### config.mk
export PLATFORM = sky130hd
export DESIGN_NAME = divmodule
export DESIGN_NICKNAME = d
export VERILOG_FILES = /design/src/rtl/divmodule.sv
export SDC_FILE = /design/constraint.sdc
export NUM_CORES = 1
export LEC_CHECK = 0
export BUFFER_PORTS_ARGS = -buffer_cell sky130_fd_sc_hd__buf_2
export CAP_MARGIN = 20
export CORE_UTILIZATION = 55
export CTS_BUF_LIST = sky130_fd_sc_hd__clkbuf_8
export CTS_CLUSTER_DIAMETER = 200
export DETAILED_ROUTE_END_ITERATION = 16
export GPL_TIMING_DRIVEN = 0
export PLACE_DENSITY = 0.79
export SLEW_MARGIN = 15
export SYNTH_ARGS = -nofsm -noshare
export SYNTH_HDL_FRONTEND = slang
export SYNTH_SLANG_ARGS = --single-unit
### constraint.sdc
create_clock -name clock -period 3.1 [get_ports clock]
set_clock_uncertainty 0.2 [all_clocks]
set_input_delay 0.62 -clock clock [delete_from_list [all_inputs] [get_ports clock]]
set_output_delay 0.62 -clock clock [all_outputs]
set_load 0.02 [all_outputs]
### src/rtl/divmodule.sv
// Iterative signed restoring divider: one quotient bit per cycle, MSB first, with a divide-by-zero flag.
// Optional macro DIVMODULE_EARLY_OUT_EN skips the iterations when |A| < |B|.
module divmodule #(
    parameter int WIDTH = 32
) (
    input  logic             clock,
    input  logic             reset_n,
    input  logic             ctrl_DIV,
    input  logic [WIDTH-1:0] data_operandA,
    input  logic [WIDTH-1:0] data_operandB,
    output logic [WIDTH-1:0] data_result,
    output logic [WIDTH-1:0] data_remainder,
    output logic             data_exception,
    output logic             data_resultRDY,
    output logic             busy
);

    localparam int CW = $clog2(WIDTH + 1);

    typedef enum logic [1:0] {
        IDLE,
        RUN,
        FIX
    } state_t;

    state_t           state;
    logic [WIDTH-1:0] abs_b;
    logic [WIDTH-1:0] rem;
    logic [WIDTH-1:0] quo;
    logic [CW-1:0]    count;
    logic             sign_q;
    logic             sign_r;
    logic             divzero;

    logic [WIDTH-1:0] abs_a_in;
    logic [WIDTH-1:0] abs_b_in;
    logic             b_zero;
    logic             early_out;
    logic [WIDTH:0]   rem_shift;
    logic [WIDTH:0]   trial;
    logic             trial_ok;
    logic [WIDTH-1:0] rem_next;
    logic [WIDTH-1:0] quo_next;

    // Magnitudes wrap naturally: |-2^(W-1)| is the unsigned pattern 2^(W-1).
    always_comb begin
        abs_a_in = data_operandA[WIDTH-1] ? (~data_operandA + 1'b1) : data_operandA;
        abs_b_in = data_operandB[WIDTH-1] ? (~data_operandB + 1'b1) : data_operandB;
        b_zero   = (data_operandB == '0);
    end

`ifdef DIVMODULE_EARLY_OUT_EN
    assign early_out = !b_zero && (abs_a_in < abs_b_in);
`else
    assign early_out = 1'b0;
`endif

    // The shifted remainder stays below 2^W, so bit WIDTH of the trial is a true sign bit.
    always_comb begin
        rem_shift = {rem, quo[WIDTH-1]};
        trial     = rem_shift - {1'b0, abs_b};
        trial_ok  = ~trial[WIDTH];
        rem_next  = trial_ok ? trial[WIDTH-1:0] : rem_shift[WIDTH-1:0];
        quo_next  = {quo[WIDTH-2:0], trial_ok};
    end

    // A start request wins in every state, so a busy divider simply restarts.
    always_ff @(posedge clock or negedge reset_n) begin
        if (!reset_n) begin
            state          <= IDLE;
            abs_b          <= '0;
            rem            <= '0;
            quo            <= '0;
            count          <= '0;
            sign_q         <= 1'b0;
            sign_r         <= 1'b0;
            divzero        <= 1'b0;
            data_result    <= '0;
            data_remainder <= '0;
            data_exception <= 1'b0;
            data_resultRDY <= 1'b0;
            busy           <= 1'b0;
        end else begin
            data_resultRDY <= 1'b0;
            data_exception <= 1'b0;
            if (ctrl_DIV) begin
                abs_b   <= abs_b_in;
                sign_q  <= data_operandA[WIDTH-1] ^ data_operandB[WIDTH-1];
                sign_r  <= data_operandA[WIDTH-1];
                divzero <= b_zero;
                count   <= CW'(WIDTH);
                busy    <= 1'b1;
                if (b_zero) begin
                    quo   <= '0;
                    rem   <= '0;
                    state <= FIX;
                end else if (early_out) begin
                    quo   <= '0;
                    rem   <= abs_a_in;
                    state <= FIX;
                end else begin
                    quo   <= abs_a_in;
                    rem   <= '0;
                    state <= RUN;
                end
            end else begin
                case (state)
                    IDLE: begin
                        busy <= 1'b0;
                    end
                    RUN: begin
                        rem   <= rem_next;
                        quo   <= quo_next;
                        count <= count - CW'(1);
                        if (count == CW'(1)) begin
                            state <= FIX;
                        end
                    end
                    FIX: begin
                        data_result    <= sign_q ? (~quo + 1'b1) : quo;
                        data_remainder <= sign_r ? (~rem + 1'b1) : rem;
                        data_exception <= divzero;
                        data_resultRDY <= 1'b1;
                        busy           <= 1'b0;
                        state          <= IDLE;
                    end
                    default: begin
                        busy  <= 1'b0;
                        state <= IDLE;
                    end
                endcase
            end
        end
    end

endmodule

==> results of run 1 <==
final cells by class:
class                   instances  share of cell area (%)
repair buffers                165                    7.44
well taps                     270                    2.47
clock inverters                15                    1.11
plain buffers                  70                    2.41
flip-flops and latches        174                    31.9
clock buffers                  17                    1.71
multi-input cells             988                    51.6
inverters                      52                    1.44
power groups by stage:
stage / clock (µW) / combinational [µW] / sequential [µW]
4_1_cts: 1600 / 3220 / 3050
3_3_place_gp: 0 / 2840 / 3050
3_5_place_dp: 0 / 2900 / 3070
6_report: 1590 / 3470 / 3070
2_1_floorplan: 0 / 1920 / 3180
5_1_grt: 1690 / 3760 / 3120
Yosys cell counts, types with 4 or more instances:
| cell | count | area share [%] |
|---|---|---|
| inv_1 | 52 | 1.7 |
| o211ai_1 | 4 | 0.26 |
| a211oi_1 | 30 | 2.0 |
| nor4_1 | 15 | 0.83 |
| buf_1 | 9 | 0.30 |
| xor2_1 | 100 | 7.7 |
| and3_1 | 4 | 0.22 |
| mux2i_1 | 58 | 5.1 |
| a31oi_1 | 5 | 0.28 |
| or4_1 | 22 | 1.5 |
| nor2_1 | 154 | 5.1 |
| nand2_1 | 63 | 2.1 |
| o21ai_0 | 90 | 4.0 |
| nand3_1 | 43 | 1.9 |
| nor3_1 | 13 | 0.57 |
| a21o_1 | 10 | 0.66 |
| mux2_2 | 5 | 0.50 |
| ha_1 | 38 | 4.2 |
| xnor2_1 | 53 | 4.1 |
| nor3b_1 | 8 | 0.53 |
| a21oi_1 | 129 | 5.7 |
| or3_1 | 8 | 0.44 |
| buf_2 | 4 | 0.18 |
| nand2b_1 | 17 | 0.94 |
| clkbuf_1 | 58 | 1.9 |
| dfrtp_1 | 174 | 38 |
| nand4_1 | 5 | 0.28 |
| nor2b_1 | 9 | 0.50 |
| o41ai_1 | 20 | 1.5 |
| o31ai_1 | 32 | 2.1 |
sequential cells by signal (all words and copies together), names as in the netlist:
name	flops
data_resultRDY	1
state	2
abs_b	32
data_result	32
busy	1
quo	32
data_remainder	32
data_exception	1
sign_r	1
divzero	1
rem	32
count	6
sign_q	1
kinds of logic (layout without fill, tap and decap cells):
kind of cell / Yosys count / after routing / synth area share, %
XOR/XNOR: 154 / 154 / 12.0
flip-flops: 174 / 174 / 38.3
AND/OR/NAND/NOR: 378 / 378 / 16.1
adder cells (fa/ha/maj): 39 / 39 / 4.36
AO/OA/AOI/OAI: 354 / 354 / 19.4
multiplexers: 63 / 63 / 5.60
buffers and inverters: 125 / 319 / 4.24
metal layers:
metal | wire [µm] | share of wire [%] | vias up
li1 | - | - | 4951
met1 | 13400 | 41 | 5005
met2 | 16200 | 50 | 383
met3 | 1730 | 5.3 | 89
met4 | 1330 | 4.1 | 0
met5 | 0 | 0 | -
how the worst max path moves through the flow:
stage	start	endpoint	slack (ns)	cells past startpoint
after detailed placement	data_operandB[9]	quo[14]	-0.94	9
after floorplan	data_operandA[8]	quo[26]	-0.15	8
after CTS	abs_b[0]	rem[6]	-0.05	13
after global placement	reset_n	data_result[13]	-1.49	1
final	rem[0]	rem[27]	-0.12	11
after global routing	abs_b[0]	rem[8]	-0.22	13
tightest hold or removal path, cell delays in order:
cell	delay (ns)
buf_2	0.09
xor2_1	0.06
a21oi_1	0.13
what timing repair did:
item | 4_1_cts | 5_1_grt
pin swaps | 28 | 26
setup endpoints to repair | 82 | 80
gates resized for setup | 66 | 54
cloned | 1 | 2
hold buffers | 1 | 0
buffers inserted | 17 | 13
hold endpoints to repair | 86 | 0
metrics by stage:
| step | TNS (ns) | instance area (µm²) | instances | utilization [%] | hold WS [ns] |
|---|---|---|---|---|---|
| after floorplan | -0.816 | 11400 | 1287 | - | 0.124 |
| after global placement | -318.54 | 12400 | 1689 | 61.4 | 0.297 |
| after detailed placement | -67.94 | 12500 | 1690 | 61.6 | 0.311 |
| after CTS | -0.575 | 13300 | 1736 | 65.9 | 0.249 |
| after global routing | -6.22 | 13700 | 1751 | 67.7 | 0.269 |
| final | -2.41 | 13700 | 1751 | 67.7 | 0.271 |
==> results summary, run 1 <==
The total vias in the final route came out at around 10000. The effective utilization at floorplan came out at a little under three fifths. The cell count after synthesis came out at between 1000 and 1500. The share of final-layout standard cells stronger than drive strength 1 is between 20% and 30%. The number of warnings printed during yosys synthesis is 0. The number of nets with antenna violations after detailed routing is 0.

The leakage dissipation came out at roughly 0.0063 µW. The deepest clock path buffer count came out at 2. The highest attainable clock frequency is ~310 MHz. The initial antenna violation count came out at 0. At the pin with the least slew margin, the transition time is between 1 and 1.5 ns.

The total area inside the core boundary comes to between 20000 and 25000 µm². The worst vdd rail ir drop is between 0.0002 and 0.0003 V. The number of levels in the clock H-tree came out at 4.

The minimum setup slack in the final design is -0.119 ns. The areal power density over the cells is just under 600 nW/µm². The relative contribution of combinational cells to total power came out at 42.7%.

For this design the total switching power over the nets is around 3300 µW. The slowest stage of the critical path is the a2111oi_4 cell. Data on the critical path arrives at its endpoint at 3.37 ns.

The total clock sinks came out at about 170. The number of inserted diodes is 0. Leaving out fill and tap cells, the most frequent cell in the layout is dfrtp_1. The capturing element type of the critical path is a flip-flop. Timing analysis after detailed placement gives a worst setup slack of -0.939 ns. The die height came out at about 150 µm.

The endpoint of the worst hold path is abs_b[10]. When the netlist entered floorplanning its net count stood at roughly 1400. At the worst endpoint, the required time is around 3.3 ns. The number of cells traversed by the worst register-to-register path came out at 11. The path class of the tightest hold or removal check is in2reg. Cell internal power was estimated by the tool at between 4000 and 5000 µW.

The worst-path maximum fanout is 4. The count of nets after finishing is around 1600. The global routing stage identified its most utilized layer as met2.

Setup repair after global routing could not meet its margin everywhere. Among all flip-flop cells after synthesis, the most frequent one is dfrtp_1. The number of buffer and inverter stages on the critical path is 1.

The flip-flop and latch area is around 4400 µm². Counting the fill cells in the layout gives roughly 1600. The net switching share of the total power is 40.6%. The routed length per instance came out at between 15 and 20 µm. The via count of the first global-routing pass is roughly 10000. The final worst-path cycle share came out at 104%. The count of input and output buffers came out at ~130. Overall power consumption after layout is estimated at slightly above 8000 µW. The post-layout minimum cycle time came out at around 3.2 ns. The synthesized design contains roughly 170 register bits. The final reports fail on negative setup slack. The cell area after technology mapping came out at between 10000 and 15000 µm².

The total wire length is 32.7 mm. Leaving out fill and tap cells, the most frequent cells in the layout are dfrtp_1 (166), nor2_1 (154), buf_2 (134), a21oi_1 (125), xor2_1 (99). The largest stage delay on the critical path came out at ~0.44 ns. The final RePlAce weighted congestion is 0.931. Clock-pin slew was measured on the worst setup and hold paths at roughly 0.10 ns. The floorplan has 52 rows. The count of pins on the block boundary came out at 134. Counting instances, the worst hold path has a depth of 3. The die is 146 µm wide. The signal on the critical path passes through buf_4 > ha_1 > nor2b_1 > o2111ai_1 > nand2_1 > a2111oi_4 > o21ai_2 > a32oi_2 > o21ba_2 > xor2_1 > o21ai_0. The flow ran to the end, but the final reports show violations. The number of pins with negative max-slew slack in the final report came out at 0. Headroom to the max-slew limit came out at between 30% and 40%. Max-cap violations in this run came to 0. The number of library cell types mapped by synthesis is 64. CTS placed an instance of clkbuf_8 at the clock tree root. The placed wire-length estimate after detailed placement came out at around 23 mm. The met2 demand-to-capacity share in global routing is 52.3%. The proportion of synthesized flip-flops having asynchronous set or reset came out at 100%.

The proportion of power drawn by flip-flops and latches came out at roughly 38%. Counting flops with a built-in enable in the synthesized netlist gives 0. The classification of the worst setup path is reg2reg.

The CTS tree is done. The overall global routing resource usage is a little under a third. The floorplan step defined a die boundary enclosing between 20000 and 25000 µm². The ratio of routed vias to standard cells came out at a little under 6. For flop-to-flop paths, the worst setup slack is -0.12 ns.

The worst-skew pair later-pin latency came out at 0.48 ns. The growth of design area from synthesis to finish came out at 20.5%. The clock share of power came out at roughly 20%.

A synthesized cell averages 8.84 µm². The number of remaining DRC errors came out at 0. The endpoint identified for the worst register-to-register timing path is rem[27]. The global routing usage on met3 came out at between 3 and 4%. The sum of overflow across all layers after global routing is 0. The worst setup path is launched from a flip-flop.

The final count of hold timing violations is 0. In this run the critical register-to-register path is launched from rem[0]. The area of the multi-input gates came out at 7060 µm². The fraction of met1 tracks used by global routing is between 30% and 40%. The final setup violation count is 34.

The number of DRC markers after the initial detailed-route iteration came out at between 800 and 900. The sequential share of the synthesized area is 38.3%. The number of buffers inserted during clock tree synthesis came out at 17. The number of optimization iterations in the first detailed-route pass is 5. The cell type group with the largest total delay on the critical path is compound AO/OA/AOI/OAI gates. The pin count of the biggest net entering global routing is a little under 90. The global-route wire length before repair came out at between 50 and 60 mm. The worst hold path begins at data_operandB[10].
(Power assumes the default switching activity.)
==> inputs of run 2 (changes only) <==
--- a/config.mk
+++ b/config.mk
@@ -5,9 +5,10 @@
 export SDC_FILE = /design/constraint.sdc
 export NUM_CORES = 1
 export LEC_CHECK = 0
+export ABC_AREA = 1
 export BUFFER_PORTS_ARGS = -buffer_cell sky130_fd_sc_hd__buf_2
 export CAP_MARGIN = 20
-export CORE_UTILIZATION = 55
+export CORE_UTILIZATION = 56
 export CTS_BUF_LIST = sky130_fd_sc_hd__clkbuf_8
 export CTS_CLUSTER_DIAMETER = 200
 export DETAILED_ROUTE_END_ITERATION = 16
==> results summary, run 2 <==
After routing, the total negative slack on setup checks comes to 0 ns. The worst vdd rail ir drop came out at about 0.00043 V. The final design area excluding fillers came out at about 15000 µm². The total internal power is about 5300 µW. The fraction of post-synthesis cell area in the top cell type by area is between 30% and 40%. The finished layout holds roughly 2500 standard cells, fillers aside.

In this run, CTS created clock tree buffers numbering 17. After synthesis, the netlist uses 46 different library cells. Dividing the synthesized area by the synthesized cell count gives 6.47 µm². The total clock sinks is between 150 and 200.

Leaving out fill and tap cells, the most frequent cell in the layout is nand2_1. The post-synthesis net count came out at 2147. The final count of hold timing violations came out at 0.

The core box area is around 23000 µm². The initial antenna violation count was 0. The ratio of routed vias to standard cells is about 5.4.

The sequential share of the synthesized area came out at about a third. Summing all placed instances gives a cell area of between 10000 and 15000 µm². Counting tap cells, the placed design contains a total of ~2500 instances. At the end of routability-driven placement, the weighted congestion stood at 0.956. For the pin with the worst max-slew slack, the measured transition is about 0.73 ns. The analysis attributes to net switching a power of ~5000 µW. The final worst-path cycle share came out at 90.7%. The number of remaining DRC errors came out at 0. The flow ran to the end, and the final reports show no timing, DRC or antenna violations. At the end of the flow, the number of nets in the layout was between 2000 and 2500. The floorplan step set the die width to about 160 µm. By area the synthesized netlist is led by dfrtp_1 (33%), nand2_1 (19%), inv_1 (8.0%), nand3_1 (7.8%), nor2_1 (5.1%).

The number of DRC markers after the initial detailed-route iteration is around 1300. STA puts the critical path data required time at around 3.3 ns. The effective utilization at floorplan is between 50 and 60%.

The highest attainable clock frequency is roughly 360 MHz. The total of max-cap violations is 0. The cell taking the most area after synthesis is dfrtp_1.

Detailed routing inserted a total of about 14000 vias. The library cells used most frequently in the layout, excluding fill and tap cells, are nand2_1 (657), inv_1 (283), nand3_1 (206), nor2_1 (180), dfrtp_1 (174). The worst setup path is captured at a flip-flop. The H-tree was split into 4 levels. The classification of the worst setup path is reg2reg. Entering global routing, the biggest net connects about 110 pins. The standard-cell row count is between 50 and 60.

In the post-synthesis netlist, the cell with the most instances is nand2_1. The via count of the first global-routing pass is approximately 13000. The analysis attributes to cell leakage a power of 0.00810 µW. The post-layout minimum cycle time came out at ~2.8 ns.

In this run the power density over the cells is slightly above 700 nW/µm². The growth of design area from synthesis to finish is 11.4%. The clock network burns between 10% and 20% of the power. Gates resized during post-CTS repair numbered 0. The share of total power dissipated in combinational logic is between 50% and 60%. The first global-routing pass estimated between 60 and 70 mm of wire.

The die covers around 24000 µm². Detailed placement ended at an HPWL of around 34 mm. The worst setup path is launched from a flip-flop. The repair_antennas step left the layout with diodes totalling 0.

The share of final-layout standard cells stronger than drive strength 1 came out at roughly a tenth. After clock tree synthesis, the clock-pin slew on the worst setup and hold paths is 0.10 ns. The fill cell total of the finished layout came out at approximately 2200.

The worst pin sits at a relative slew slack of about half. Counting instances in the post-synthesis netlist gives the leading cell types as nand2_1 (657), inv_1 (283), nand3_1 (206), nor2_1 (180), dfrtp_1 (174). The number of optimization iterations in the first detailed-route pass came out at 5. The overall global routing resource usage came out at between 30% and 40%. Clock tree synthesis selected as its root buffer the cell clkbuf_8. The total chip power is 10400 µW. The number of warnings printed during yosys synthesis came out at 0. The data arrival time of the critical path is 2.98 ns. Setup repair after global routing left no endpoint under its margin. The number of nets with antenna violations after detailed routing came out at 0. The minimum setup slack in the final design came out at between 0.2 and 0.3 ns. In this run the worst hold path is classified as in2reg. TritonCTS built the clock tree. The worst-path maximum fanout is 10. The die height came out at 156 µm. The routed length per instance came out at 16.9 µm. The proportion of power drawn by flip-flops and latches came out at between 30% and 40%. During placement, the flow inserted port buffers numbering between 100 and 150.

The deepest clock path buffer count came out at 2. The final setup violation count came out at 0. about 130 I/O pins were placed.

The cell area after technology mapping is 13200 µm². The worst-skew pair later-pin latency is 0.48 ns. The sum of overflow across all layers after global routing is 0. The number of pins with negative max-slew slack in the final report is 0.

The total of flip-flops plus latches after synthesis is approximately 170. The net switching share of the total power came out at 48.7%. Synthesis produced a netlist whose cell count is 2041. In the synthesized netlist the dominant register cell turns out to be dfrtp_1. The total wire length came out at between 40 and 50 mm. Yosys mapped a number of flops with a built-in enable equal to 0. After synthesis, the share of flip-flops with an asynchronous set or reset is 100%. The worst-case setup slack after placement is about 0.3 ns.
## run 2: area by class of cell
| class | instances | area, µm² | area share, % |
|---|---|---|---|
| inverters | 287 | 1080 | 7.32 |
| clock inverters | 14 | 179 | 1.22 |
| well taps | 313 | 392 | 2.66 |
| plain buffers | 62 | 268 | 1.82 |
| flip-flops and latches | 174 | 4350 | 29.6 |
| multi-input cells | 1518 | 7510 | 51.0 |
| repair buffers | 133 | 703 | 4.78 |
| clock buffers | 17 | 234 | 1.59 |
## run 2: stage by stage
step	hold slack, ns	util, %
detailed placement	0.262	62.4
floorplan	0.124	-
global placement	0.262	62.2
CTS	0.231	64.2
global route	0.248	64.2
finish	0.248	64.2
## run 2: final timing paths
kind                                         from                 to  slack (ns)  depth (start not counted)
max in group asynchronous                 reset_n            quo[13]        1.27                          3
worst min register to register  data_remainder[8]  data_remainder[8]        0.29                          2
worst max-delay path                      quo[31]            rem[25]        0.29                         18
min in group asynchronous                 reset_n             rem[6]        0.52                          2
worst min-delay path            data_operandB[30]          abs_b[30]        0.25                          4
worst max register to register            quo[31]            rem[25]        0.29                         18
## run 2: what timing repair did
item | in CTS | in global routing
hold buffers | 1 | 0
buffers inserted | 0 | 0
hold endpoints to repair | 68 | 0
## run 2: layer usage
layer	up-vias	share of wire [%]	global-route usage [%]
met5	-	0	0
met4	0	4.4	15.8
met3	94	6.3	5.08
met2	482	46	59.6
met1	6348	43	48.6
li1	6787	-	-
## run 2: power groups by stage
stage	clock network (µW)	registers, µW	logic [µW]
6_report	1700	3360	5330
2_1_floorplan	0	3570	3400
3_3_place_gp	0	3370	5170
4_1_cts	1710	3340	5280
3_5_place_dp	0	3380	5250
5_1_grt	1810	3410	5940
## run 2: critical path: stages, from the launching register on
cell and delay, ns:
dfrtp_1 0.38, inv_1 0.08, ha_1 0.23, fa_1 0.43, inv_1 0.13, nand2_1 0.06, nand2_1 0.07, nand3_1 0.09
nand2_2 0.13, nand2_2 0.06, nand2_2 0.10, nand2_4 0.08, nand2_4 0.10, nand2_8 0.09, nand2_8 0.11, buf_6 0.15
nand2_1 0.08, nand3_1 0.08, nand2_1 0.06
## run 2: logic make-up (layout without fill, tap and decap cells)
| family | count (synthesis) | in the layout | share of synthesized area, % |
|---|---|---|---|
| adder cells (fa/ha/maj) | 39 | 39 | 3.75 |
| AND/OR/NAND/NOR | 1159 | 1159 | 37.4 |
| flip-flops | 174 | 174 | 33.0 |
| XOR/XNOR | 86 | 86 | 5.70 |
| AO/OA/AOI/OAI | 234 | 234 | 10.0 |
| buffers and inverters | 349 | 513 | 10.2 |
==> inputs of run 3 (changes only) <==
--- a/config.mk
+++ b/config.mk
@@ -8,6 +8,7 @@
 export ABC_AREA = 1
 export BUFFER_PORTS_ARGS = -buffer_cell sky130_fd_sc_hd__buf_2
 export CAP_MARGIN = 20
+export CORE_ASPECT_RATIO = 0.8
 export CORE_UTILIZATION = 56
 export CTS_BUF_LIST = sky130_fd_sc_hd__clkbuf_8
 export CTS_CLUSTER_DIAMETER = 200
==> results summary, run 3 (synthesized netlist as in run 2, its figures left out) <==
The leakage dissipation came out at about 0.0081 µW. The core box area came out at approximately 23000 µm². The worst-skew pair later-pin latency is about 0.48 ns. Data on the critical path is required at its endpoint by between 3 and 4 ns. For this design the ratio of total power to cell area is between 700 and 800 nW/µm². The number of buffers inserted during clock tree synthesis came out at 17. The proportion of power drawn by flip-flops and latches came out at between 30% and 40%. The number of pins with negative max-slew slack in the final report is 0. The tightest min-delay check is of the in2reg type.

The worst-case setup slack after placement is just over 0.2 ns. Routability-driven placement finished with a final weighted congestion of 0.975. The number of levels in the clock H-tree came out at 4. The share of final-layout standard cells stronger than drive strength 1 came out at about a tenth. The total of max-cap violations came out at 0. The minimum setup slack in the final design came out at between 0.1 and 0.15 ns. The total vias in the final route came out at ~14000. The worst vdd rail ir drop came out at 0.000396 V.

The final count of hold timing violations was 0. The post-layout minimum cycle time came out at between 2 and 3 ns. The highest attainable clock frequency came out at between 300 and 400 MHz. The final standard cell utilization of the core came out at ~64%. The total wire length is about 43 mm. The global-route wire length before repair came out at roughly 69 mm. The overall global routing resource usage came out at a little over a third. The final layout contains ~2300 nets.

The number of inserted diodes came out at 0. The tree is rooted in a clkbuf_8. The sum of overflow across all layers after global routing is 0. The relative contribution of combinational cells to total power is approximately 53%. The number of optimization iterations in the first detailed-route pass is 6. The total clock sinks came out at 174. The floorplan step set the die height to 139 µm. The effective utilization at floorplan came out at 57.9%. The clock passes through at most 2 buffers.

The routed length per instance is 17.2 µm. The clock share of power came out at between 10% and 20%. The nature of the critical path startpoint is a flip-flop. The power dissipated by switching net loads came out at between 5000 and 6000 µW. The critical path is of the reg2reg type. In this run the tightest slew margin relative to its limit is 40.4%. The post-detailed-placement cell area is roughly 14000 µm². The HPWL after detailed placement is 35.1 mm. In the layout the commonest cells are nand2_1 (656), inv_1 (284), nand3_1 (206), nor2_1 (180), dfrtp_1 (174). The total die area is 24200 µm². The number of DRC markers after the initial detailed-route iteration is approximately 1900. Of the available clock period, the critical path in the final layout requires 95.7%. The clock transition at the registers of the reported paths is roughly 0.11 ns.

The smallest hold slack is around 0.26 ns. The net switching share of the total power came out at 50.0%. The run finished with clean final reports. During I/O placement, the number of pins put on the boundary was 134. The via count of the first global-routing pass is ~13000. The number of remaining DRC errors came out at 0. The number of post-CTS setup repair buffers came out at 0. STA classifies the critical path endpoint as a flip-flop. The initial antenna violation count is 0. Summed over all failing endpoints, the final setup total negative slack is 0 ns. The growth of design area from synthesis to finish is 11.0%.

Entering global routing, the biggest net connects 95 pins. Setup repair after global routing left no endpoint under its margin. The standard-cell row count is 49.

The count of nets left with antenna violations once routing finished came out at 0. The final design area excluding fillers is 14700 µm². The horizontal die dimension is 174 µm. TritonCTS built the clock tree. For the pin with the worst max-slew slack, the measured transition is ~0.9 ns. Using the TritonRoute via totals, the vias-per-cell ratio works out to approximately 5.6. Leaving out fill and tap cells, the most frequent cell in the layout is nand2_1. The worst-path maximum fanout is 10.

The total internal power is a little over 5000 µW. Setup violations remaining at the end of the flow were counted as 0. At the worst endpoint, the arrival time is around 3.1 ns. The count of input and output buffers came out at 131.
[run 3: changes by cell type in the layout (fill, tap and decap cells not counted), sizes merged]
cell      delta
bufinv       -2
clkinv       -1
clkinvlp     +4
[run 3: final cells by class]
| cell class | count | area [µm²] |
|---|---|---|
| buffer | 62 | 268 |
| clock buffer | 17 | 234 |
| clock inverter | 15 | 131 |
| fill | 2203 | 8140 |
| inverter | 287 | 1080 |
| multi-input combinational | 1518 | 7510 |
| sequential | 174 | 4350 |
| tap | 306 | 383 |
| timing repair buffer | 133 | 703 |
[run 3: power groups by stage]
| stage | clock [µW] | combinational [µW] | sequential [µW] |
|---|---|---|---|
| floorplan | 0 | 3400 | 3570 |
| global placement | 0 | 5250 | 3340 |
| detailed placement | 0 | 5340 | 3350 |
| CTS | 1540 | 5360 | 3320 |
| global route | 1620 | 6040 | 3390 |
| finish | 1530 | 5470 | 3350 |
[run 3: per-layer routing]
metal / global-route usage, % / vias to the layer above / part of all wire [%]
met3: 7.98 / 55 / 11
li1: - / 6800 / -
met2: 51.3 / 751 / 40
met5: 0 / - / 0
met4: 6.88 / 0 / 1.5
met1: 55.9 / 6545 / 47
[run 3: timing repair]
item,CTS,global route
hold buffers,1,0
gates resized for setup,0,2
hold endpoints to repair,80,0
endpoints found under the setup margin,0,3
[run 3: stage by stage]
step,power (µW),instances
floorplan,6970,2041
global placement,8590,2478
detailed placement,8690,2479
CTS,10200,2512
global route,11100,2512
finish,10300,2512
[run 3: critical path, cell delays in order (launching register included)]
cell and delay [ns]:
dfrtp_1 0.41, inv_1 0.12, ha_1 0.27, fa_1 0.45, inv_1 0.13, nand2_1 0.06
nand2_1 0.07, nand3_1 0.08, nand2_2 0.13, nand2_2 0.06, nand2_2 0.10, nand2_4 0.09
nand2_4 0.10, nand2_8 0.09, nand2_8 0.12, buf_6 0.16, nand2_1 0.09, nand3_1 0.07
nand2_1 0.05
[run 3: worst paths after layout]
path | startpoint | end | slack (ns) | depth (start not counted)
max in group asynchronous | reset_n | quo[12] | 1.33 | 3
worst max register to register | quo[31] | rem[19] | 0.13 | 18
min in group asynchronous | reset_n | rem[7] | 0.48 | 2
worst max-delay path | quo[31] | rem[19] | 0.13 | 18
worst min-delay path | data_operandB[26] | abs_b[26] | 0.26 | 4
worst min register to register | data_remainder[12] | data_remainder[12] | 0.29 | 2
